==> src/rtl/hilo_div_seq_pkg.sv <==
// Shared types and defaults for the HI/LO divide sequencer.
package hilo_div_seq_pkg;

  localparam int WIDTH_DEF      = 32;
  localparam int DIV_CYCLES_DEF = 32;

  // Sequencer states: waiting for work, pulsing DControl, counting the divider.
  typedef enum logic [1:0] {
    ST_IDLE  = 2'd0,
    ST_START = 2'd1,
    ST_WAIT  = 2'd2
  } state_t;

  // Counter width able to hold DIV_CYCLES-1 with a spare bit.
  function automatic int cnt_w(input int cycles);
    return $clog2(cycles) + 1;
  endfunction

endpackage

==> src/rtl/hilo_div_seq_if.sv <==
// Control-unit / divider side signals of the HI/LO sequencer.
//
// Handshake: div_req is a level request that is accepted only when the
// sequencer is idle (busy low); a request seen while busy is dropped, not
// queued. done or div0_exc pulses for one cycle to close each accepted request.
interface hilo_div_seq_if
  import hilo_div_seq_pkg::*;
#(
  parameter int WIDTH = WIDTH_DEF,
  parameter int CNT_W = 6
);

  logic             div_req;
  logic             mthi;
  logic             mtlo;
  logic [WIDTH-1:0] wr_data;
  logic [WIDTH-1:0] div_hi;
  logic [WIDTH-1:0] div_lo;
  logic             div0_in;

  logic             dcontrol;
  logic             busy;
  logic             done;
  logic             div0_exc;
  logic [WIDTH-1:0] hi;
  logic [WIDTH-1:0] lo;

  // Debug view of the sequencer internals.
  state_t           dbg_state;
  logic [CNT_W-1:0] dbg_cnt;

  modport slave (
    input  div_req, mthi, mtlo, wr_data, div_hi, div_lo, div0_in,
    output dcontrol, busy, done, div0_exc, hi, lo, dbg_state, dbg_cnt
  );

  modport master (
    output div_req, mthi, mtlo, wr_data, div_hi, div_lo, div0_in,
    input  dcontrol, busy, done, div0_exc, hi, lo, dbg_state, dbg_cnt
  );

endinterface

==> src/rtl/hilo_div_seq.sv <==
// HI/LO register bank and divide sequencer: starts the iterative divider with
// a one-cycle DControl pulse, waits its fixed latency, then captures the
// quotient/remainder into HI/LO. Also services MTHI/MTLO while idle.
module hilo_div_seq
  import hilo_div_seq_pkg::*;
#(
  parameter int WIDTH      = WIDTH_DEF,
  parameter int DIV_CYCLES = DIV_CYCLES_DEF
) (
  input  logic           clk,
  input  logic           reset,
  hilo_div_seq_if.slave  bus
);

  localparam int               CNT_W    = cnt_w(DIV_CYCLES);
  localparam logic [CNT_W-1:0] CNT_LAST = CNT_W'(DIV_CYCLES - 1);

  state_t           r_state,    w_state;
  logic [CNT_W-1:0] r_cnt,      w_cnt;
  logic             r_first,    w_first;
  logic             r_dcontrol, w_dcontrol;
  logic             r_busy,     w_busy;
  logic             r_done,     w_done;
  logic             r_div0_exc, w_div0_exc;
  logic [WIDTH-1:0] r_hi,       w_hi;
  logic [WIDTH-1:0] r_lo,       w_lo;

  // State and output registers; reset drops any divide in flight.
  always_ff @(posedge clk or negedge reset) begin
    if (!reset) begin
      r_state    <= ST_IDLE;
      r_cnt      <= '0;
      r_first    <= 1'b0;
      r_dcontrol <= 1'b0;
      r_busy     <= 1'b0;
      r_done     <= 1'b0;
      r_div0_exc <= 1'b0;
      r_hi       <= '0;
      r_lo       <= '0;
    end else begin
      r_state    <= w_state;
      r_cnt      <= w_cnt;
      r_first    <= w_first;
      r_dcontrol <= w_dcontrol;
      r_busy     <= w_busy;
      r_done     <= w_done;
      r_div0_exc <= w_div0_exc;
      r_hi       <= w_hi;
      r_lo       <= w_lo;
    end
  end

  // Next-state and next-output logic; pulses default low so they last one cycle.
  always_comb begin
    w_state    = r_state;
    w_cnt      = r_cnt;
    w_first    = 1'b0;
    w_dcontrol = 1'b0;
    w_busy     = r_busy;
    w_done     = 1'b0;
    w_div0_exc = 1'b0;
    w_hi       = r_hi;
    w_lo       = r_lo;

    case (r_state)
      ST_IDLE: begin
        // Moves to HI/LO land at this edge even if a divide starts with them;
        // the divide result overwrites them later.
        if (bus.mthi) w_hi = bus.wr_data;
        if (bus.mtlo) w_lo = bus.wr_data;
        if (bus.div_req) begin
          w_state    = ST_START;
          w_dcontrol = 1'b1;
          w_busy     = 1'b1;
        end
      end

      ST_START: begin
        // Divider loads operands at this edge; DControl must fall now since
        // the divider reloads on every cycle it is high.
        w_state = ST_WAIT;
        w_cnt   = CNT_LAST;
        w_first = 1'b1;
      end

      ST_WAIT: begin
        if (r_first && bus.div0_in) begin
          // Divide by zero is flagged right after the load; HI/LO untouched.
          w_state    = ST_IDLE;
          w_div0_exc = 1'b1;
          w_busy     = 1'b0;
        end else if (r_cnt != '0) begin
          w_cnt = r_cnt - CNT_W'(1);
        end else begin
          w_state = ST_IDLE;
          w_hi    = bus.div_hi;
          w_lo    = bus.div_lo;
          w_done  = 1'b1;
          w_busy  = 1'b0;
        end
      end

      default: begin
        w_state = ST_IDLE;
        w_busy  = 1'b0;
      end
    endcase
  end

  assign bus.dcontrol  = r_dcontrol;
  assign bus.busy      = r_busy;
  assign bus.done      = r_done;
  assign bus.div0_exc  = r_div0_exc;
  assign bus.hi        = r_hi;
  assign bus.lo        = r_lo;
  assign bus.dbg_state = r_state;
  assign bus.dbg_cnt   = r_cnt;

endmodule
==> src/flat_wrapper.sv <==
// flat-port wrapper written by rule: the top's interface ports become plain ports
module hilo_div_seq_flat import hilo_div_seq_pkg::*;
#(
  parameter int WIDTH      = WIDTH_DEF,
  parameter int DIV_CYCLES = DIV_CYCLES_DEF
)
  (clk, reset, bus_div_req, bus_mthi, bus_mtlo, bus_wr_data, bus_div_hi, bus_div_lo, bus_div0_in, bus_dcontrol, bus_busy, bus_done, bus_div0_exc, bus_hi, bus_lo, bus_dbg_state, bus_dbg_cnt);
  hilo_div_seq_if #(.WIDTH(WIDTH)) bus_i ();
  input  logic clk;
  input  logic reset;
  input wire logic [$bits(bus_i.div_req)-1:0] bus_div_req;
  input wire logic [$bits(bus_i.mthi)-1:0] bus_mthi;
  input wire logic [$bits(bus_i.mtlo)-1:0] bus_mtlo;
  input wire logic [$bits(bus_i.wr_data)-1:0] bus_wr_data;
  input wire logic [$bits(bus_i.div_hi)-1:0] bus_div_hi;
  input wire logic [$bits(bus_i.div_lo)-1:0] bus_div_lo;
  input wire logic [$bits(bus_i.div0_in)-1:0] bus_div0_in;
  output wire logic [$bits(bus_i.dcontrol)-1:0] bus_dcontrol;
  output wire logic [$bits(bus_i.busy)-1:0] bus_busy;
  output wire logic [$bits(bus_i.done)-1:0] bus_done;
  output wire logic [$bits(bus_i.div0_exc)-1:0] bus_div0_exc;
  output wire logic [$bits(bus_i.hi)-1:0] bus_hi;
  output wire logic [$bits(bus_i.lo)-1:0] bus_lo;
  output wire logic [$bits(bus_i.dbg_state)-1:0] bus_dbg_state;
  output wire logic [$bits(bus_i.dbg_cnt)-1:0] bus_dbg_cnt;
  assign bus_i.div_req = bus_div_req;
  assign bus_i.mthi = bus_mthi;
  assign bus_i.mtlo = bus_mtlo;
  assign bus_i.wr_data = bus_wr_data;
  assign bus_i.div_hi = bus_div_hi;
  assign bus_i.div_lo = bus_div_lo;
  assign bus_i.div0_in = bus_div0_in;
  assign bus_dcontrol = bus_i.dcontrol;
  assign bus_busy = bus_i.busy;
  assign bus_done = bus_i.done;
  assign bus_div0_exc = bus_i.div0_exc;
  assign bus_hi = bus_i.hi;
  assign bus_lo = bus_i.lo;
  assign bus_dbg_state = bus_i.dbg_state;
  assign bus_dbg_cnt = bus_i.dbg_cnt;
  hilo_div_seq #(.WIDTH(WIDTH), .DIV_CYCLES(DIV_CYCLES)) u_core (.clk(clk), .reset(reset), .bus(bus_i));
endmodule
==> config.mk <==
export PLATFORM = sky130hd
export DESIGN_NAME = hilo_div_seq_flat
export DESIGN_NICKNAME = d
export VERILOG_FILES = /design/src/rtl/hilo_div_seq_pkg.sv /design/src/rtl/hilo_div_seq_if.sv /design/src/rtl/hilo_div_seq.sv /design/src/flat_wrapper.sv
export SDC_FILE = /design/constraint.sdc
export NUM_CORES = 1
export LEC_CHECK = 0
export CORE_UTILIZATION = 41
export CTS_BUF_LIST = sky130_fd_sc_hd__clkbuf_4 sky130_fd_sc_hd__clkbuf_8
export CTS_CLUSTER_SIZE = 28
export DETAILED_ROUTE_END_ITERATION = 7
export GPL_ROUTABILITY_DRIVEN = 0
export PLACE_DENSITY = 0.82
export SYNTH_ARGS = -nofsm -noshare
export SYNTH_HDL_FRONTEND = slang
export SYNTH_SLANG_ARGS = --single-unit
==> constraint.sdc <==
create_clock -name clk -period 2.25 [get_ports clk]
set_input_delay 0.675 -clock clk [delete_from_list [all_inputs] [get_ports clk]]
set_output_delay 0.675 -clock clk [all_outputs]
set_load 0.02 [all_outputs]
After elaboration in Yosys (flattened, before gate mapping):

Cells that the tools add are included.

* output and inout port bits: 76
* bits of input ports: 102
* word-level logic and storage cells: 57
* bits in registers: 77

* reductions and logical operators: 10
* add/subtract/negate cells: 1
* equality and inequality tests: 9
* bitwise gates (word level): 1
* multiplexer cells: 27

Operators by type and width (number)
* 2-to-1 mux 32 bit: 6
* case mux 32 bit (2 select lines): 2
* 2-to-1 mux 6 bit: 2
* case mux 6 bit (2 select lines): 1
* 2-to-1 mux 1 bit: 11
* != test 2 bit, second input constant: 5
* AND reduction 4 bit: 2
* 2-to-1 mux 2 bit: 3
* case mux 2 bit (3 select lines): 1
* AND reduction 3 bit: 2
* nonzero test 6 bit: 1
* subtractor 6 x 1 -> 6 bit, second input constant: 1
* nonzero test 2 bit: 2
* != test 3 x 2 -> 1 bit, second input constant: 1
* case mux 1 bit (3 select lines): 1
* == test 2 x 1 -> 1 bit, second input constant: 1
* == test 2 bit, second input constant: 1
* zero test 2 bit: 1
* != test 2 x 1 -> 1 bit, second input constant: 1
* AND reduction 2 bit: 1
* logical AND 1 bit: 1
* inverter 1 bit: 1

Logic depth before layout (Yosys ltp):

* depth after elaboration: 4
* depth in mapped cells: 7
* gate-level depth less buffers: 6

Worst setup path after synthesis:

OpenSTA, ideal clock, no wires.

* kind: register to register
* start point: register u_core.r_cnt[0] (netlist: u_core.bus.dbg_cnt[0])
* end point: register u_core.r_hi[0] (netlist: u_core.bus.hi[0])
* cell stages (with the launch flop): 7
* arrival time: 1.608 ns
* slack: 0.509 ns
* library setup time: 0.133 ns
* data required time: 2.117 ns
* cell sequence: dfrtp_1 -> inv_1 -> ha_1 -> nor3b_4 -> a41oi_4 -> clkbuf_1 -> o21ai_0

* word-level cells in the longest chain between the ends: 3

Ends and longest elaborated chain
* start, declared: RTL line hilo_div_seq.sv:19 `logic [CNT_W-1:0] r_cnt, w_cnt;`
* start signal, assigned: RTL line hilo_div_seq.sv:42 `r_cnt <= w_cnt;`
* nonzero test 6 bit: RTL line hilo_div_seq.sv:92 `end else if (r_cnt != '0) begin`
* != test 2 bit (no source line)
* AND reduction 4 bit (no source line)
* end signal, assigned: RTL line hilo_div_seq.sv:48 `r_hi <= w_hi;`
* end, declared: RTL line hilo_div_seq.sv:25 `logic [WIDTH-1:0] r_hi, w_hi;`

Every way passes these cells.
A chain may end at the register's enable or synchronous reset.

Worst setup path in the final report:

* start point: register u_core.r_state[1] (netlist: u_core.bus.dbg_state[1])
* end point: output port bus_dbg_state[1]

RTL lines
* start, declared: RTL line hilo_div_seq.sv:18 `state_t r_state, w_state;`
* start signal, assigned: RTL line hilo_div_seq.sv:41 `r_state <= w_state;`
* end, declared: RTL line flat_wrapper.sv:24 `output wire logic [$bits(bus_i.dbg_state)-1:0] bus_dbg_state;`

No word-level cell between the ends.

==> results_dict.tcl <==
set metrics [dict create \
    layout_common_cells "176 x clkdlybuf4s50_1, 77 x dfrtp_1, 69 x a21oi_1" \
    max_freq_mhz 460 \
    p_total_mw 7.00 \
    synth_area_leaders "dfrtp_1 55%, a21oi_1 9.9%, o21ai_0 7.8%" \
    syn_area_um2 3470 \
    coreArea_um2 8220 \
    multi_input_area_um2 1420 \
    final_cells 655 \
    clockRootBuffer "clkbuf_8" \
    cts.clk_slew.worst_paths_ns 0.07 \
    path_cells "clkdlybuf4s50_1" \
    wl_per_cell_um 14.8 \
    fill_cells 651 \
    htree_levels 3 \
    slew_headroom 0.619 \
    wirelength_mm 9.71 \
    viasPerCell 5.04 \
    ant_nets 0 \
    crit_path_start_kind "register" \
    seqCellArea_um2 1930 \
    placedCellCount 641 \
    drive_above_1_share 0.0636 \
    cts_sinks 77 \
    cp_slowest_stage_delay_ns 0.66 \
    fp.dieArea_um2 8840 \
    grt.total_usage 0.223 \
    nets 651 \
    synth-seq-cells 77 \
    path_buf_inv 1 \
    overflow 0 \
    clockBufferDepth 2 \
    dr.pass1.iters 4 \
    synth.net_count 475 \
    io_pins 178 \
    portBuffers 177 \
    crit_path_max_fanout 9 \
    grt_pass1_wl_mm 15.1 \
    end_kind "primary output" \
    yosysSeqAreaShare 0.555 \
    power_density_nw_per_um2 1260 \
    dr_total_vias 3304 \
    route.detailed.drc 0 \
    antenna_found_initial 0 \
    rsz0062_at_grt "false" \
    drt_iter0_drc 112 \
    die_w_um 94.0 \
    fin_crit_sh 0.967 \
    vdd_drop_max_mv 0.743 \
    grt_pass1_vias 3266 \
    hold-worst-slack_ns 0.291 \
    post_cts_buffers 0 \
    hold_viol 0 \
    tns_ns 0 \
    final_common_cell "clkdlybuf4s50_1" \
    min_period_ns 2.17 \
    crit_family "buffers and inverters" \
    synth.top_cell.area_share 0.555 \
    rows 33 \
    grt_max_degree 41 \
    leakagePower_nw 2.31 \
    holdCritPathClass "in -> async" \
    fp.dieH_um 94.0 \
    diodes 0 \
    skew_ns 0.0106 \
    critPathKind "reg -> out" \
    start_util 0.423 \
    cts_hold_buf 0 \
    worstPathRequired_ns 1.57 \
    cts_tree "done" \
    hpwl_mm 7.47 \
    synth_cell_types 29 \
    status "completed" \
    maxCapViolCount 0 \
    drv_slew 0 \
    syn_inst 371 \
    critPathSlowestCell "clkdlybuf4s50_1" \
    ys_warn_count 0 \
    avgSynthCellArea_um2 9.36 \
    syn2layout_area_growth_pct 60.4 \
    arrival_ns 1.50 \
    cts_buffers 9 \
    setup_viol 0 \
    cts_resized 0 \
    synth_area_leader_cell "dfrtp_1" \
    tightest_slew_ns 0.571 \
    clk-insertion-delay-late_ns 0.34 \
]
## report_power, final
group	total (mW)	internal, mW	switching, mW	leakage (nW)
clock	0.854	0.382	0.472	0.0767
sequential	2.32	1.97	0.346	0.953
combinational	3.82	1.76	2.07	1.28
total	7.00	4.11	2.88	2.31
## final cells by class
class | instances | share of cell area
Sequential cell | 77 | 0.346
Inverter | 2 | 0.00135
Clock buffer | 9 | 0.0222
Timing Repair Buffer | 190 | 0.347
Multi-Input combinational cell | 267 | 0.255
Tap cell | 105 | 0.0236
Clock inverter | 5 | 0.00539
## routing by layer
metal | GRT usage | share of wire
met1 | 0.256 | 0.40
met2 | 0.400 | 0.51
met3 | 0.0704 | 0.075
met4 | 0.0590 | 0.014
met5 | 0 | 0
## sequential cells by signal (all words and copies together) (netlist names)
signal,count
u_core.bus.hi,32
u_core.bus.lo,32
u_core.bus.dbg_cnt,6
u_core.bus.dbg_state,2
u_core.bus.busy,1
u_core.bus.dcontrol,1
u_core.bus.div0_exc,1
u_core.bus.done,1
u_core.r_first,1
## cell usage after synthesis (all sizes together)
library cell,count
dfrtp,77
a21oi,69
nand2,68
o21ai,64
and2,34
buf,14
clkbuf,11
nor3,5
nor3b,5
nor2,4
nand3,3
o31ai,3
a41oi,2
ha,2
inv,2
a211oi,1
a31oi,1
and2b,1
mux2i,1
nand2b,1
nor2b,1
or2,1
or4b,1
## kinds of logic after synthesis
kind of cell             Yosys count  synth area share
flip-flops                        77             0.555
multiplexers                       1           0.00288
AO/OA/AOI/OAI                    140             0.218
buffers and inverters             27            0.0368
AND/OR/NAND/NOR                  124             0.180
adder cells (fa/ha/maj)            2           0.00721
## stage by stage
step                 util  setup WS, ns  area, µm²
floorplan               -         0.509       3470
global placement    0.659         0.126       5410
detailed placement  0.659        0.0489       5410
CTS                 0.678        0.0571       5570
global route        0.678        0.0159       5570
finish              0.678        0.0753       5570
## worst paths after layout
check,startpoint,cells after the start,slack (ns),endpoint
min in group clk,u_core.bus.lo[17],2,0.48,u_core.bus.lo[17]
worst min register to register,u_core.bus.lo[17],2,0.48,u_core.bus.lo[17]
worst max register to register,u_core.bus.dbg_cnt[0],6,0.45,u_core.bus.hi[28]
max in group asynchronous,reset,2,1.41,u_core.bus.lo[29]
worst max-delay path,u_core.bus.dbg_state[1],1,0.08,bus_dbg_state[1]
worst min-delay path,reset,1,0.29,u_core.bus.lo[16]
Note: power is estimated with default switching activity, not from simulation.
==> edit 1: new RTL, config.mk and constraints unchanged <==
Reset style: synchronous (`reset`), changed in one clocked block.
--- a/src/rtl/hilo_div_seq.sv
+++ b/src/rtl/hilo_div_seq.sv
@@ -26,7 +26,7 @@
   logic [WIDTH-1:0] r_lo,       w_lo;
 
   // State and output registers; reset drops any divide in flight.
-  always_ff @(posedge clk or negedge reset) begin
+  always_ff @(posedge clk) begin
     if (!reset) begin
       r_state    <= ST_IDLE;
       r_cnt      <= '0;
Check against the original RTL: differs if reset is asserted again (counterexample within 4 cycles, from zero or initial values and one cycle with reset low); with reset held inactive, the same outputs for 10 cycles.
==> edit 1 against the unedited design <==
  * Routed wire length rose by 13%
  * Setup slack improved by 0.026 ns
  * Area after synthesis rose by 12%
  * Combinational power rose by 43%
  * Final area rose by 6.0%
  * Total power rose by 30%
  * Sequential cell count did not move
  * Sequential power rose by 6%
  * Critical path type unchanged
  * Largest cell class is now multi-input gates
==> edit 1: results (changes against the unedited design) <==
| Metric | Value |
|---|---|
| Result of the run | `finished clean (unchanged)` |
| Max FO, Critical Path | `6 (was 9)` |
| Adder-cell share of the synthesized area | `0.0226 (was 0.00721)` |
| Slew at the pin closest to its max-slew limit | `0.465 ns (was 0.571 ns)` |
| Most frequent cells after synthesis | `77 x sky130_fd_sc_hd__dfxtp_1, 69 x sky130_fd_sc_hd__a21oi_1, 66 x sky130_fd_sc_hd__mux2i_1 (was 77 x sky130_fd_sc_hd__dfrtp_1, 69 x sky130_fd_sc_hd__a21oi_1, 68 x sky130_fd_sc_hd__nand2_1)` |
| CP startpoint | `u_core.bus.dbg_cnt[5]$_SDFFE_PN0P_ (was u_core.bus.dbg_state[1]$_DFFE_PN0P_)` |
| Met2 Track Usage GR | `0.387 (was 0.400)` |
| Global-route wire length before repair | `17,300 um (was 15,100 um)` |
| Slack of the worst reg-to-reg path | `0.23 ns (was 0.45 ns)` |
| Number of distinct standard cells referenced by the synthesized netlist | `34 (was 29)` |
| Pin count of the biggest net entering global routing | `38 (was 41)` |
| M3 GR Usage | `0.0471 (was 0.0704)` |
| Post-detailed-route via-to-cell ratio | `5.38 (was 5.04)` |
| Switching Power | `3900 uW (was 2880 uW)` |
| Fraction of synthesized area in multiplexers | `0.170 (was 0.00288)` |
| Number of global-route vias before repair | `3,502 (was 3,266)` |
| Synthesized net count | `485 (was 475)` |
| Part of the Yosys area used for sequential elements | `0.397 (was 0.555)` |
| Power share of the combinational group | `0.603 (was 0.546)` |
| Complex-gate fraction of the synthesized area | `0.282 (was 0.218)` |
| Most area-consuming cells after synthesis | `sky130_fd_sc_hd__dfxtp_1 40%, sky130_fd_sc_hd__mux2i_1 17%, sky130_fd_sc_hd__a211oi_2 9.3% (was sky130_fd_sc_hd__dfrtp_1 55%, sky130_fd_sc_hd__a21oi_1 9.9%, sky130_fd_sc_hd__o21ai_0 7.8%)` |
| Initial DRC count | `82 (was 112)` |
| End point of the critical path | `bus_dbg_cnt[5] (was bus_dbg_state[1])` |
| Via total after detailed routing | `3,525 (was 3,304)` |
| Cell area reported after detailed placement | `5680 um2 (was 5410 um2)` |
| Startpoint of the worst-slack reg-to-reg timing path | `u_core.bus.dbg_state[0]$_SDFFE_PN0P_ (was u_core.bus.dbg_cnt[0]$_DFFE_PN0P_)` |
edit 1: cell types whose count changed after synthesis, moves of 10 or more:
cell                       change
sky130_fd_sc_hd__a211oi_1     +37
sky130_fd_sc_hd__dfrtp_1      -77
sky130_fd_sc_hd__buf_6        +12
sky130_fd_sc_hd__o21ai_0      -51
sky130_fd_sc_hd__o21ai_1      -10
sky130_fd_sc_hd__nand2_1      -60
sky130_fd_sc_hd__and2_1       -32
sky130_fd_sc_hd__mux2i_1      +65
sky130_fd_sc_hd__dfxtp_1      +77
sky130_fd_sc_hd__a211oi_2     +29
edit 1: area by class of cell:
type | instances | share of cell area
multi-input cells | 253 | 0.347
repair buffers | 191 | 0.327
flip-flops and latches | 77 | 0.261
well taps | 111 | 0.0235
clock buffers | 10 | 0.0223
clock inverters | 6 | 0.0146
inverters | 7 | 0.00445
edit 1: through the flow:
stage	setup slack (ns)	setup TNS [ns]
finish	0.101	0
global route	0.0461	0
CTS	0.0902	0
detailed placement	-0.0303	-0.0303
global placement	0.0635	0
floorplan	0.378	0
==> edit 2: new RTL, same flow settings <==
Made on the original files. `r_lo` no longer has a reset.
--- a/src/rtl/hilo_div_seq.sv
+++ b/src/rtl/hilo_div_seq.sv
@@ -36,7 +36,6 @@
       r_done     <= 1'b0;
       r_div0_exc <= 1'b0;
       r_hi       <= '0;
-      r_lo       <= '0;
     end else begin
       r_state    <= w_state;
       r_cnt      <= w_cnt;
@@ -46,8 +45,11 @@
       r_done     <= w_done;
       r_div0_exc <= w_div0_exc;
       r_hi       <= w_hi;
-      r_lo       <= w_lo;
     end
+  end
+
+  always_ff @(posedge clk) begin
+    r_lo <= w_lo;
   end
 
   // Next-state and next-output logic; pulses default low so they last one cycle.
Formal check against the unedited RTL: not equivalent (a bounded check fails within 4 cycles, from zero or initial values and one cycle with reset low).
==> edit 2 against the unedited design <==
  * Area after synthesis down 0.32%
  * Clock power up 30%
  * Worst hold slack worse by 0.052 ns
  * Sequential share of layout area up 2.6 points
  * Sequential cell count unchanged
  * Routed wire length down 4.2%
  * Core utilization up 0.85 points
  * Combinational power down 11%
  * Setup slack better by 0.019 ns
  * Total power down 2.1%
  * Clock skew about the same
  * Die area down 0.32%
  * Non-clock buffer count unchanged
  * Final area up 0.74%
  * Critical endpoint is now bus_dbg_cnt[2]
  * Largest cell class is now sequential cells
  * Largest power group unchanged
  * Highest routed layer unchanged
==> edit 2: results (changes against the unedited design) <==
| Metric | Value |
|---|---|
| Result of the run | `finished clean (unchanged)` |
| Hold Path Class | `primary input to asynchronous set/reset pin (unchanged)` |
| Cell count after placement | `606 (was 641)` |
| CTS H-tree lvls | `3 (unchanged)` |
| Part of the Yosys area used for sequential elements | `0.603 (was 0.555)` |
| Pin count of the biggest net entering global routing | `49 (was 41)` |
| Initial DRC count | `83 (was 112)` |
| VDD IR-drop max | `0.641 mV (was 0.743 mV)` |
| Max FO, Critical Path | `6 (was 9)` |
| Most area-consuming cells after synthesis | `sky130_fd_sc_hd__dfrtp_1 33%, sky130_fd_sc_hd__edfxtp_1 28%, sky130_fd_sc_hd__nand2_1 14% (was sky130_fd_sc_hd__dfrtp_1 55%, sky130_fd_sc_hd__a21oi_1 9.9%, sky130_fd_sc_hd__o21ai_0 7.8%)` |
| Startpoint of the worst-slack reg-to-reg timing path | `u_core.bus.dbg_cnt[0]$_DFFE_PN0P_ (unchanged)` |
| Synthesized net count | `434 (was 475)` |
| Share of layout cells above drive strength 1 | `0.0658 (was 0.0636)` |
| Pre-CTS worst setup slack | `0.0619 ns (was 0.0489 ns)` |
| Number of distinct standard cells referenced by the synthesized netlist | `30 (was 29)` |
| Number of global-route vias before repair | `2,993 (was 3,266)` |
| Slew at the pin closest to its max-slew limit | `0.552 ns (was 0.571 ns)` |
| Count of inserted antenna diode cells | `0 (unchanged)` |
| DP Wirelength | `6990 um (was 7470 um)` |
| Post-CTS setup buffer count | `0 (unchanged)` |
| Number of inserted filler cells in the final layout | `637 (was 651)` |
| Post-Synthesis Cells | `330 (was 371)` |
| Post-route non-filler standard cell count | `622 (was 655)` |
| IO Port Bufs | `177 (unchanged)` |
| Most frequent cells after synthesis | `131 x sky130_fd_sc_hd__nand2_1, 45 x sky130_fd_sc_hd__dfrtp_1, 33 x sky130_fd_sc_hd__mux2i_1 (was 77 x sky130_fd_sc_hd__dfrtp_1, 69 x sky130_fd_sc_hd__a21oi_1, 68 x sky130_fd_sc_hd__nand2_1)` |
| Post-detailed-route via-to-cell ratio | `4.80 (was 5.04)` |
| Global-route wire length before repair | `14,400 um (was 15,100 um)` |
| Number of enable flip-flop cells after synthesis | `32 (was 0)` |
| All-layer global routing usage | `0.216 (was 0.223)` |
| CP startpoint | `u_core.bus.dbg_cnt[2]$_DFFE_PN0P_ (was u_core.bus.dbg_state[1]$_DFFE_PN0P_)` |
| Routed wire length per instance | `15.0 um (was 14.8 um)` |
| Reported leakage power | `0.00239 uW (was 0.00231 uW)` |
| Resize count post-CTS | `0 (unchanged)` |
| Share of flip-flops with an asynchronous set or reset after synthesis | `0.584 (was 1.00)` |
| Post-route clock skew | `0.0108 ns (was 0.0106 ns)` |
==> edit 2: power by group <==
part,internal (uW),switching [uW]
logic,1580,1820
clock network,627,480
registers,2060,279
==> edit 2: path summary, 6_finish.rpt <==
check	to	slack, ns	depth (start not counted)
worst min register to register	u_core.bus.hi[0]$_DFFE_PN0P_	0.49	2
worst max-delay path	bus_dbg_cnt[2]	0.09	1
worst min-delay path	u_core.bus.busy$_DFFE_PN0P_	0.24	1
worst max register to register	u_core.bus.dbg_cnt[4]$_DFFE_PN0P_	0.41	8
max in group asynchronous	u_core.bus.hi[29]$_DFFE_PN0P_	1.51	2
min in group clk	u_core.bus.hi[0]$_DFFE_PN0P_	0.49	2
==> edit 2: cell type report <==
cell class                      instances  share of cell area
Clock buffer                           10              0.0234
Clock inverter                          6              0.0138
Inverter                                3             0.00201
Multi-Input combinational cell        231               0.222
Sequential cell                        77               0.372
Tap cell                              105              0.0234
Timing Repair Buffer                  190               0.344
==> edit 2: kinds of logic after synthesis <==
| group | count (synthesis) | share of synthesized area |
|---|---|---|
| DFF | 77 | 0.603 |
| buffers and inverters | 22 | 0.0401 |
| adders and majority gates | 2 | 0.00723 |
| and+or+nand+nor | 152 | 0.178 |
| muxes | 33 | 0.0954 |
| AOI/OAI and AO/OA | 44 | 0.0759 |
==> edit 2: layer usage <==
metal  GRT usage  part of all wire  up-vias
met5           0                 0        -
met4      0.0744             0.014        0
met3      0.0542             0.071       12
met2       0.392              0.51      106
met1       0.244              0.40     1395
li1            -                 -     1473
==> edit 2: through the flow <==
step | utilization | area (um2)
final | 0.686 | 5610
after global routing | 0.686 | 5610
after CTS | 0.686 | 5610
after detailed placement | 0.661 | 5400
after global placement | 0.661 | 5400
after floorplan | - | 3460
